<file path="src/rtl/wm_cycle_ctrl.sv">
// Washing-machine cycle controller: phase sequencer with per-phase timer, rinse repeat,
// program modes, pause/resume and abort-with-drain.
module wm_cycle_ctrl #(
   parameter int unsigned CNT_W     = 8,
   parameter int unsigned FILL_T    = 4,
   parameter int unsigned WASH_T    = 10,
   parameter int unsigned DRAIN_T   = 3,
   parameter int unsigned RINSE_T   = 6,
   parameter int unsigned RINSE_CNT = 2,
   parameter int unsigned SPIN_T    = 8
) (
   input  logic             clk,
   input  logic             reset,
   input  logic             start_button,
   input  logic             pause_button,
   input  logic             abort,
   input  logic [1:0]       mode,
   output logic [2:0]       state,
   output logic             out,
   output logic             done,
   output logic             paused,
   output logic [CNT_W-1:0] rinse_left
);

   typedef enum logic [2:0] {
      StOff   = 3'b000,
      StFill  = 3'b001,
      StWash  = 3'b010,
      StDrain = 3'b011,
      StRinse = 3'b100,
      StSpin  = 3'b101,
      StDone  = 3'b110
   } state_e;

   localparam int unsigned WashQuickT = ((WASH_T >> 1) == 0) ? 1 : (WASH_T >> 1);

   localparam logic [CNT_W-1:0] FillLast      = CNT_W'(FILL_T - 1);
   localparam logic [CNT_W-1:0] WashLast      = CNT_W'(WASH_T - 1);
   localparam logic [CNT_W-1:0] WashQuickLast = CNT_W'(WashQuickT - 1);
   localparam logic [CNT_W-1:0] DrainLast     = CNT_W'(DRAIN_T - 1);
   localparam logic [CNT_W-1:0] RinseLast     = CNT_W'(RINSE_T - 1);
   localparam logic [CNT_W-1:0] SpinLast      = CNT_W'(SPIN_T - 1);
   localparam logic [CNT_W-1:0] One           = CNT_W'(1);

   state_e           state_q, state_d;
   logic [CNT_W-1:0] timer_q, timer_d;
   logic [CNT_W-1:0] rinse_q, rinse_d;
   logic [1:0]       mode_q, mode_d;
   logic             armed_q, armed_d;
   logic             abort_q, abort_d;
   logic             paused_d;
   logic [CNT_W-1:0] phase_last;
   logic             phase_end;

   always_comb begin
      phase_last = '0;
      case (state_q)
         StFill:  phase_last = FillLast;
         StWash:  phase_last = (mode_q == 2'b01) ? WashQuickLast : WashLast;
         StDrain: phase_last = DrainLast;
         StRinse: phase_last = RinseLast;
         StSpin:  phase_last = SpinLast;
         default: phase_last = '0;
      endcase
      phase_end = (timer_q == phase_last);
   end

   always_comb begin
      state_d  = state_q;
      timer_d  = timer_q + One;
      rinse_d  = rinse_q;
      mode_d   = mode_q;
      armed_d  = armed_q;
      abort_d  = abort_q;
      paused_d = 1'b0;

      case (state_q)
         StOff: begin
            timer_d = '0;
            abort_d = 1'b0;
            if (!start_button) begin
               armed_d = 1'b1;
            end else if (armed_q) begin
               mode_d = mode;
               case (mode)
                  2'b00: begin
                     rinse_d = CNT_W'(RINSE_CNT);
                     state_d = StFill;
                  end
                  2'b01: begin
                     rinse_d = One;
                     state_d = StFill;
                  end
                  2'b10: begin
                     rinse_d = One;
                     state_d = StRinse;
                  end
                  default: begin
                     rinse_d = '0;
                     state_d = StSpin;
                  end
               endcase
            end
         end

         StFill, StWash, StRinse: begin
            if (abort) begin
               state_d = StDrain;
               timer_d = '0;
               abort_d = 1'b1;
            end else if (pause_button) begin
               timer_d  = timer_q;
               paused_d = 1'b1;
            end else if (phase_end) begin
               timer_d = '0;
               if (state_q == StFill) begin
                  state_d = StWash;
               end else if (state_q == StWash) begin
                  state_d = StDrain;
               end else if (rinse_q > One) begin
                  rinse_d = rinse_q - One;
               end else begin
                  state_d = StSpin;
               end
            end
         end

         StDrain: begin
            // Abort during Drain only marks the run; the drain itself must finish.
            if (abort) begin
               abort_d = 1'b1;
            end
            if (pause_button && !abort) begin
               timer_d  = timer_q;
               paused_d = 1'b1;
            end else if (phase_end) begin
               timer_d = '0;
               state_d = (abort_q || abort) ? StDone : StRinse;
            end
         end

         StSpin: begin
            if (abort) begin
               state_d = StDone;
               timer_d = '0;
            end else if (pause_button) begin
               timer_d  = timer_q;
               paused_d = 1'b1;
            end else if (phase_end) begin
               state_d = StDone;
               timer_d = '0;
            end
         end

         StDone: begin
            timer_d = '0;
            state_d = StOff;
         end

         default: begin
            timer_d = '0;
            state_d = StOff;
         end
      endcase

      // Disarm on Done entry so a held start cannot relaunch a program.
      if (state_d == StDone) begin
         armed_d = 1'b0;
      end
   end

   always_ff @(posedge clk) begin
      if (!reset) begin
         state_q <= StOff;
         timer_q <= '0;
         rinse_q <= '0;
         mode_q  <= 2'b00;
         armed_q <= 1'b1;
         abort_q <= 1'b0;
         out     <= 1'b0;
         done    <= 1'b0;
         paused  <= 1'b0;
      end else begin
         state_q <= state_d;
         timer_q <= timer_d;
         rinse_q <= rinse_d;
         mode_q  <= mode_d;
         armed_q <= armed_d;
         abort_q <= abort_d;
         out     <= (state_d != StOff) && (state_d != StDone) && !paused_d;
         done    <= (state_d == StDone);
         paused  <= paused_d;
      end
   end

   assign state      = state_q;
   assign rinse_left = rinse_q;

endmodule

</file>
<file path="config.mk">
export PLATFORM = sky130hd
export DESIGN_NAME = wm_cycle_ctrl
export DESIGN_NICKNAME = d
export VERILOG_FILES = /design/src/rtl/wm_cycle_ctrl.sv
export SDC_FILE = /design/constraint.sdc
export NUM_CORES = 1
export LEC_CHECK = 0
export BUFFER_PORTS_ARGS = -buffer_cell sky130_fd_sc_hd__buf_2
export CAP_MARGIN = 10
export CORE_MARGIN = 5
export CORE_UTILIZATION = 39
export DETAILED_ROUTE_END_ITERATION = 10
export GPL_ROUTABILITY_DRIVEN = 0
export HOLD_SLACK_MARGIN = 0.12
export MAX_ROUTING_LAYER = met4
export PLACE_DENSITY = 0.54
export SLEW_MARGIN = 20
export SYNTH_ARGS = -nofsm -noshare
export SYNTH_HDL_FRONTEND = slang
export SYNTH_SLANG_ARGS = --single-unit
</file>
<file path="constraint.sdc">
create_clock -name clk -period 3.4 [get_ports clk]
set_input_delay 0.68 -clock clk [delete_from_list [all_inputs] [get_ports clk]]
set_output_delay 0.68 -clock clk [all_outputs]
set_load 0.02 [all_outputs]
</file>
==> results of run 1 <==
-- kinds of logic after synthesis --
logic type,count (synthesis),synth area share [%]
simple gates,86,26.48
fa+ha+maj,10,7.352
xor+xnor,10,5.252
buf+inv,21,5.476
flops,26,31.21
compound gates,51,22.43
mux,3,1.801
-- cell usage in the layout, fill, tap and decap left out, types with 6 or more instances in the layout --
cell,instances
dfxtp_1,26
buf_2,20
nand2_1,19
nor2_1,17
o21ai_0,16
nand3_1,11
inv_1,9
ha_1,9
nor2b_1,7
xor2_1,7
nor3_1,6
-- worst min-delay path by stage --
stage / start / endpoint / slack [ns] / cells past startpoint
2_1_floorplan: mode_q[0]$_SDFFE_PN0P_ / mode_q[0]$_SDFFE_PN0P_ / 0.44 / 2
3_3_place_gp: mode_q[0]$_SDFFE_PN0P_ / mode_q[0]$_SDFFE_PN0P_ / 0.45 / 2
3_5_place_dp: mode_q[0]$_SDFFE_PN0P_ / mode_q[0]$_SDFFE_PN0P_ / 0.46 / 2
4_1_cts: mode_q[0]$_SDFFE_PN0P_ / mode_q[0]$_SDFFE_PN0P_ / 0.48 / 2
5_1_grt: mode_q[0]$_SDFFE_PN0P_ / mode_q[0]$_SDFFE_PN0P_ / 0.51 / 2
6_report: mode_q[0]$_SDFFE_PN0P_ / mode_q[0]$_SDFFE_PN0P_ / 0.47 / 2
-- layer usage --
layer  vias up  global-route usage [%]
li1        773                       -
met1       717                   19.38
met2        28                   23.20
met3         2                   3.166
met4         0                   1.748
met5         -                       -
-- cell usage after synthesis, drive strengths merged, types with 2 or more instances --
cell type   n
or4         2
o2bb2ai     2
nor2       17
o32ai       2
clkbuf      9
nor4        4
ha          9
or3         3
nor3b       3
buf         3
o211ai      2
and2        4
inv         9
a211oi      3
o21ai      18
a21oi       5
xnor2       3
xor2        7
nand3      11
and3        5
dfxtp      26
nand2      19
nor2b       7
nor3        6
a21boi      4
mux2i       3
nand3b      2
-- worst min-delay path, cell delays in order (launching register included) --
cell and delay (ns):
dfxtp_1 0.32, nand2_1 0.05, a21boi_0 0.07
-- where the power goes --
group          total [W]  leakage (nW)  internal (W)  switching (W)
clock network   0.000258        0.0357      0.000158       0.000101
logic           0.000818         0.547      0.000323       0.000494
registers       0.000467         0.212      0.000386      0.0000815
-- final cells by class --
type	instances	area, um^2	area share, %
Clock buffer	3	41.29	2.203
Clock inverter	1	30.03	1.602
Inverter	9	33.78	1.802
Multi-Input combinational cell	160	1056	56.34
Sequential cell	26	520.5	27.77
Tap cell	50	62.56	3.338
Timing Repair Buffer	24	130.1	6.943
-- sequential cells by signal, summed over array words and instances, names as in the netlist --
name        count
abort_q         1
out             1
mode_q          2
armed_q         1
timer_q         8
rinse_left      8
done            1
paused          1
state           3
-- through the flow --
stage	instance area [um^2]	utilization, %
after floorplan	1668	-
after global placement	1803	44.12
final	1874	45.87
after CTS	1874	45.87
after global routing	1874	45.87
after detailed placement	1803	44.12
==> results.cfg, run 1 <==
[sta]
drv_slew = 0
clock.fmax_mhz = 335.9
slew-limit-headroom_pct = 66.05
setup_viol = 0
rsz0062_at_grt = false
setup_ws_ns = 0.4228
skew_ns = 0.002731
whs_ns = 0.4716
post-route-period-util_pct = 87.57
hold_viol_final = 0
fin_crit_ns = 2.977
finalSetupTns_ns = 0
worst_pin_slew_ns = 0.5039

[worst_setup_path]
path_cells = inv_1 -> ha_1 -> nor4b_1 -> nor2b_1 -> nand3_1 -> a211oi_2 -> mux2i_1 -> xnor2_1 -> a211oi_1
cp_max_fo = 6
crit_cells = 9
startpoint = state[1]$_SDFF_PN0_
path_delay_family = simple AND/OR/NAND/NOR gates
r2r_start = state[1]$_SDFF_PN0_
cpMaxStageDelayCell = a211oi_2
worstSetupStartpointType = flop
max_stage_delay_ns = 0.47
cp-endpoint = out$_SDFF_PN0_
path_class = reg2reg
reg2reg_to = out$_SDFF_PN0_
crit_path_end_kind = flop
worst-path-buf-inv = 1
crit_required_ns = 3.59
r2r_setup_slack_ns = 0.42
reg2regPathDepth = 9
worstPathArrival_ns = 3.17

[floorplan]
core_mm2 = 0.004086
fp.dieW_um = 75.40
dieArea_mm2 = 0.005684
start_util_pct = 40.81
core.rowCount = 23
fp.dieH_um = 75.40
pin_count = 21

[yosys]
synth_fp_nets = 223
synth.area.top_cells = dfxtp_1 (31%), ha_1 (6.8%), o21ai_0 (4.8%)
yosys_warnings = 0
yosys.area.top_type = dfxtp_1
ys_ff_latch = 26
postSynthCellCount = 207
synth-main-ff-cell = dfxtp_1
async_reset_ff_share_pct = 0
synth_cell_types = 51
synth_top_area_share_pct = 31.21
synth_area_per_cell_um2 = 8.057
netlist_area_mm2 = 0.001668
synth-edff-count = 0
yosysSeqAreaShare_pct = 31.21

[drt]
drt_iter0_markers = 75
wl_met3_um = 140
routedWlPerCell_um = 13.55
dr_wl_met2_um = 1694
drc = 0
top_layer = met4
vias_per_cell = 5.568
ant_nets = 0
wl_met1_um = 1840
vias = 1520
drt_wl_total_um = 3698
dr.pass1.iters = 4

[finish]
drive_above_1_share_pct = 14.35
nFillCells = 420
num_antenna_cells = 0
areaGrowthSynthToFinish_pct = 12.38
final_nets = 240
stdcell_count = 273

[clock_network]
cts-resized-gates = 0
cts_tree = built
cts_hold_buf = 0
insertion_delay_ns = 0.27
clockRootBuffer = clkbuf_8
h-tree-depth = 1
clock-sinks = 26
cts_buffer_depth = 2
cts_setup_buffers = 0
clk_pin_slew_ns = 0.09
numCtsBuffers = 3

[grt]
antenna_found_initial = 0
grt_usage_pct = 14.51
grt_first_pass_wirelength_um = 6327
grt_start_max_net_pins = 22
grt_overflow_total = 0
grt_pass1_vias = 1369

[run]
cap_violations = 0

[placed_design]
dp_slack_ns = 0.4461
dp_hpwl_um = 2846
portBuffers = 20
dp.cells = 269

[power]
p_total_w = 0.001543
power.density_mw_per_mm2 = 823.2
leakagePower_nw = 0.7948
vdd_ir_drop_max_v = 0.0004393

[hold_path]
hp-class = reg2reg

[outcome]
outcome = finished, final reports clean
Power figures use the tool's default switching activity.
==> run 2: changes to the inputs <==
ABC_AREA = 1   (was unset)
==> results.cfg, run 2 <==
[yosys]
synth.area.top_cells = dfxtp_1 (31%), nand2_1 (11%), inv_1 (8.4%)
synth-main-ff-cell = dfxtp_1
netlist_area_mm2 = 0.001698
synth_cell_types = 32
synth-edff-count = 0
yosysSeqAreaShare_pct = 30.66
synth_top_area_share_pct = 30.66
yosys.area.top_type = dfxtp_1
postSynthCellCount = 253
yosys_warnings = 0
synth_common_cells = nand2_1 (50), inv_1 (38), nor2_1 (33), dfxtp_1 (26), nand3_1 (20)
yosysMostFrequentCell = nand2_1
async_reset_ff_share_pct = 0
synth_fp_nets = 269
synth_area_per_cell_um2 = 6.711
ys_ff_latch = 26

[clock_network]
cts_tree = built
cts_setup_buffers = 0
cts_hold_buf = 0
insertion_delay_ns = 0.28
h-tree-depth = 1
cts-resized-gates = 0
cts_buffer_depth = 2
clk_pin_slew_ns = 0.10
clock-sinks = 26
clockRootBuffer = clkbuf_8
numCtsBuffers = 3

[floorplan]
pin_count = 21
core.rowCount = 24
start_util_pct = 39.54
fp.dieW_um = 75.98
fp.dieH_um = 75.98
core_mm2 = 0.004294
dieArea_mm2 = 0.005773

[worst_setup_path]
path_cells = inv_2 -> ha_1 -> nand2_4 -> nand2_1 -> nand2_1 -> nand3_1 -> nor2_2 -> nand3_2 -> o21ai_2 -> nand2_2 -> inv_2 -> nand3_1 -> a21oi_1
path_class = reg2reg
max_stage_delay_ns = 0.52
worst-path-buf-inv = 2
worstPathArrival_ns = 2.63
cp_max_fo = 13
crit_path_end_kind = flop
cpMaxStageDelayCell = dfxtp_1
worstSetupStartpointType = flop
crit_required_ns = 3.61
path_delay_family = simple AND/OR/NAND/NOR gates

[placed_design]
dp_slack_ns = 1.002
portBuffers = 20
dp_hpwl_um = 3070
dp.cells = 323

[finish]
stdcell_count = 327
num_antenna_cells = 0
multiInputGateArea_um2 = 993.5
final_nets = 292
drive_above_1_share_pct = 15.64
seq_area_um2 = 520.5
areaGrowthSynthToFinish_pct = 11.64
final_cell_mix = nand2_1 (50), inv_1 (38), nor2_1 (33)
layout_commonest_cell = nand2_1
nFillCells = 488

[sta]
finalSetupTns_ns = 0
post-route-period-util_pct = 71.42
hold_viol_final = 0
setup_viol = 0
skew_ns = 0.004932
rsz0062_at_grt = false
setup_ws_ns = 0.9717
drv_slew = 0
slew-limit-headroom_pct = 68.52
clock.fmax_mhz = 411.8
fin_crit_ns = 2.428
worst_pin_slew_ns = 0.4704

[drt]
ant_nets = 0
routedWlPerCell_um = 12.17
vias_per_cell = 4.902
drt_wl_total_um = 3981
drc = 0
vias = 1603
dr.pass1.iters = 4
drt_iter0_markers = 77

[grt]
grt_overflow_total = 0
grt_first_pass_wirelength_um = 6879
grt_pass1_vias = 1483
grt_usage_pct = 14.36
grt_start_max_net_pins = 15
antenna_found_initial = 0

[run]
cap_violations = 0

[power]
power.density_mw_per_mm2 = 888.4
leakagePower_nw = 0.9078
vdd_ir_drop_max_v = 0.0003246
p_total_w = 0.001684

[hold_path]
hp-class = reg2reg

[outcome]
outcome = finished, final reports clean
-- run 2: cell types whose count changed in the layout (fill, tap and decap cells not counted), moves of 7 or more --
cell     change
nor2_1      +16
nand2_1     +31
a21oi_1      +7
nor2b_1      -7
nand3_1      +9
inv_1       +29
-- run 2: cells by family (layout without fill, tap and decap cells) --
group	after synthesis	after routing	synth area share [%]
compound gates	38	38	13.41
fa+ha+maj	9	9	6.632
simple gates	127	127	34.27
buf+inv	45	67	10.83
mux	1	1	0.5896
flops	26	26	30.66
xor+xnor	7	7	3.611
-- run 2: worst paths after layout --
| check | startpoint | end | slack (ns) | cells after the start |
|---|---|---|---|---|
| max | state[1]$_SDFF_PN0_ | rinse_left[2]$_SDFFE_PN0P_ | 0.97 | 13 |
| min | mode_q[1]$_SDFFE_PN0P_ | mode_q[1]$_SDFFE_PN0P_ | 0.46 | 2 |
| max reg2reg | state[1]$_SDFF_PN0_ | rinse_left[2]$_SDFFE_PN0P_ | 0.97 | 13 |
| min reg2reg | mode_q[1]$_SDFFE_PN0P_ | mode_q[1]$_SDFFE_PN0P_ | 0.46 | 2 |
-- run 2: tightest hold or removal path: stages (launching register included) --
cell     delay, ns
dfxtp_1       0.33
inv_1         0.05
a21oi_1       0.05
-- run 2: layer usage --
metal  track usage [%]  wire length (um)  vias up
met5                 -                 0        -
met4             4.982                66        0
met3             2.246               101        6
met2             21.32              1672       23
met1             19.72              2141      709
li1                  -                 -      865
-- run 2: per-stage QoR --
step	instance area, um^2	hold slack [ns]	util (%)
after detailed placement	1841	0.4458	42.86
after global routing	1896	0.4748	44.14
after global placement	1841	0.4416	42.86
final	1896	0.4606	44.14
after floorplan	1698	0.4234	-
after CTS	1896	0.4596	44.14
-- run 2: final cells by class --
cell class	instances	share of cell area [%]
flip-flops and latches	26	27.46
clock buffers	4	2.904
well taps	52	3.432
multi-input cells	182	52.41
inverters	43	8.515
repair buffers	20	5.281
-- run 2: report_power, final --
part | switching, W | internal, W | total [W]
Clock | 0.000104 | 0.000104 | 0.000208
Sequential | 0.0000807 | 0.000376 | 0.000457
Combinational | 0.000683 | 0.000336 | 0.00102
==> run 3: changes to the inputs <==
PLACE_DENSITY = 0.57   (was 0.54)
clock period = 2.1 ns   (was 3.4 ns; I/O delays follow)
==> results.cfg, run 3 (synthesis gave the netlist of run 2 again) <==
[outcome]
outcome = finished, final reports clean

[worst_setup_path]
worstSetupStartpointType = flop
crit_path_end_kind = flop
path_class = reg2reg
worstPathArrival_ns = 2.19
path_cells = inv_4 -> ha_4 -> nand2_4 -> nand2_1 -> nand2_1 -> nand2_2 -> nand2_2 -> nor2_4 -> nand3_4 -> o21ai_4 -> nand2_4 -> inv_4 -> nand3_1 -> a21oi_2
cp_max_fo = 7
path_delay_family = simple AND/OR/NAND/NOR gates
max_stage_delay_ns = 0.36
cpMaxStageDelayCell = dfxtp_2
crit_required_ns = 2.31
worst-path-buf-inv = 2

[grt]
gr-max-usage-layer = met2
grt_use_met2_pct = 21.83
grt_start_max_net_pins = 14
antenna_found_initial = 0
grt_use_met1_pct = 18.51
grt_first_pass_wirelength_um = 6803
grt_overflow_total = 0
grt_pass1_vias = 1558
grtUsageMet3_pct = 1.891
grt_usage_pct = 14.14

[finish]
num_antenna_cells = 0
seq_area_um2 = 526.8
areaGrowthSynthToFinish_pct = 26.23
stdcell_count = 342
final_cell_mix = nand2_1 (45), inv_1 (37), nor2_1 (30)
layout_commonest_cell = nand2_1
utilization_pct = 49.91
drive_above_1_share_pct = 27.59
final_nets = 308
multiInputGateArea_mm2 = 0.001127
nFillCells = 452

[clock_network]
clk_pin_slew_ns = 0.09
insertion_delay_ns = 0.27
h-tree-depth = 1
cts_buffer_depth = 2
numCtsBuffers = 3
cts_tree = built
clock-sinks = 26
clockRootBuffer = clkbuf_8

[floorplan]
dieArea_mm2 = 0.005773
fp.dieW_um = 75.98
core_mm2 = 0.004294
fp.dieH_um = 75.98
core.rowCount = 24
start_util_pct = 39.54
pin_count = 21

[sta]
post-route-period-util_pct = 94.20
worst_pin_slew_ns = 0.3317
slew-limit-headroom_pct = 77.71
skew_ns = 0.004618
hold_viol_final = 0
setup_viol = 0
finalSetupTns_ns = 0
fin_crit_ns = 1.978
clock.fmax_mhz = 505.5
drv_slew = 0

[drt]
drt_iter0_markers = 80
dr.pass1.iters = 4
vias = 1733
routedWlPerCell_um = 12.31
vias_per_cell = 5.067
ant_nets = 0
drt_wl_total_um = 4210
drc = 0

[hold_path]
hp-class = in2reg

[power]
vdd_ir_drop_max_v = 0.0007182
power.density_mw_per_mm2 = 1478
leakagePower_nw = 1.002

[placed_design]
portBuffers = 20
dp_hpwl_um = 3114
dp.cells = 334

[run]
cap_violations = 0
==> run 3: routing by layer <==
| metal | share of wire [%] | vias up |
|---|---|---|
| li1 | - | 901 |
| met1 | 48 | 795 |
| met2 | 46 | 32 |
| met3 | 4.0 | 5 |
| met4 | 1.5 | 0 |
| met5 | 0 | - |
==> run 3: path summary, 6_finish.rpt <==
kind | slack [ns] | start | cells past startpoint | end
hold / removal | 0.44 | start_button | 4 | armed_q$_SDFFE_PN1P_
hold reg to reg | 0.46 | mode_q[1]$_SDFFE_PN0P_ | 2 | mode_q[1]$_SDFFE_PN0P_
setup / recovery | 0.12 | state[1]$_SDFF_PN0_ | 14 | rinse_left[2]$_SDFFE_PN0P_
setup reg to reg | 0.12 | state[1]$_SDFF_PN0_ | 14 | rinse_left[2]$_SDFFE_PN0P_
==> run 3: worst min-delay path: stages <==
cell and delay, ns:
buf_2 0.10, o21ai_0 0.08, inv_1 0.05, nor2_1 0.03
==> run 3: power breakdown <==
group | internal, W | switching (W) | total [W] | leakage [nW]
clock network | 0.000129 | 0.000158 | 0.000287 | 0.0216
registers | 0.000615 | 0.000115 | 0.000730 | 0.213
logic | 0.000818 | 0.00133 | 0.00215 | 0.768
total | 0.00156 | 0.00160 | 0.00317 | 1.00
==> run 3: layout make-up <==
class,count,share of cell area (%)
timing repair buffer,35,10.10
multi-input combinational,183,52.60
inverter,43,7.764
clock buffer,3,1.926
tap,52,3.036
sequential,26,24.58
==> run 3: per-stage QoR <==
| stage | hold slack, ns | total power (W) | worst slack, ns | area [um^2] |
|---|---|---|---|---|
| floorplan | 0.4234 | 0.002059 | 0.02016 | 1700 |
| global placement | 0.4350 | 0.002518 | 0.03056 | 1926 |
| detailed placement | 0.4411 | 0.002522 | -0.004528 | 1926 |
| CTS | 0.4284 | 0.002828 | 0.007560 | 1972 |
| global route | 0.4716 | 0.003455 | -0.04037 | 2143 |
| finish | 0.4444 | 0.003167 | 0.1218 | 2143 |
==> run 3: timing repair <==
item	4_1_cts	5_1_grt
cloned	0	1
pin swaps	0	12
setup buffers	0	4
hold buffers	0	0
gates resized for setup	1	34
endpoints found under the setup margin	4	12
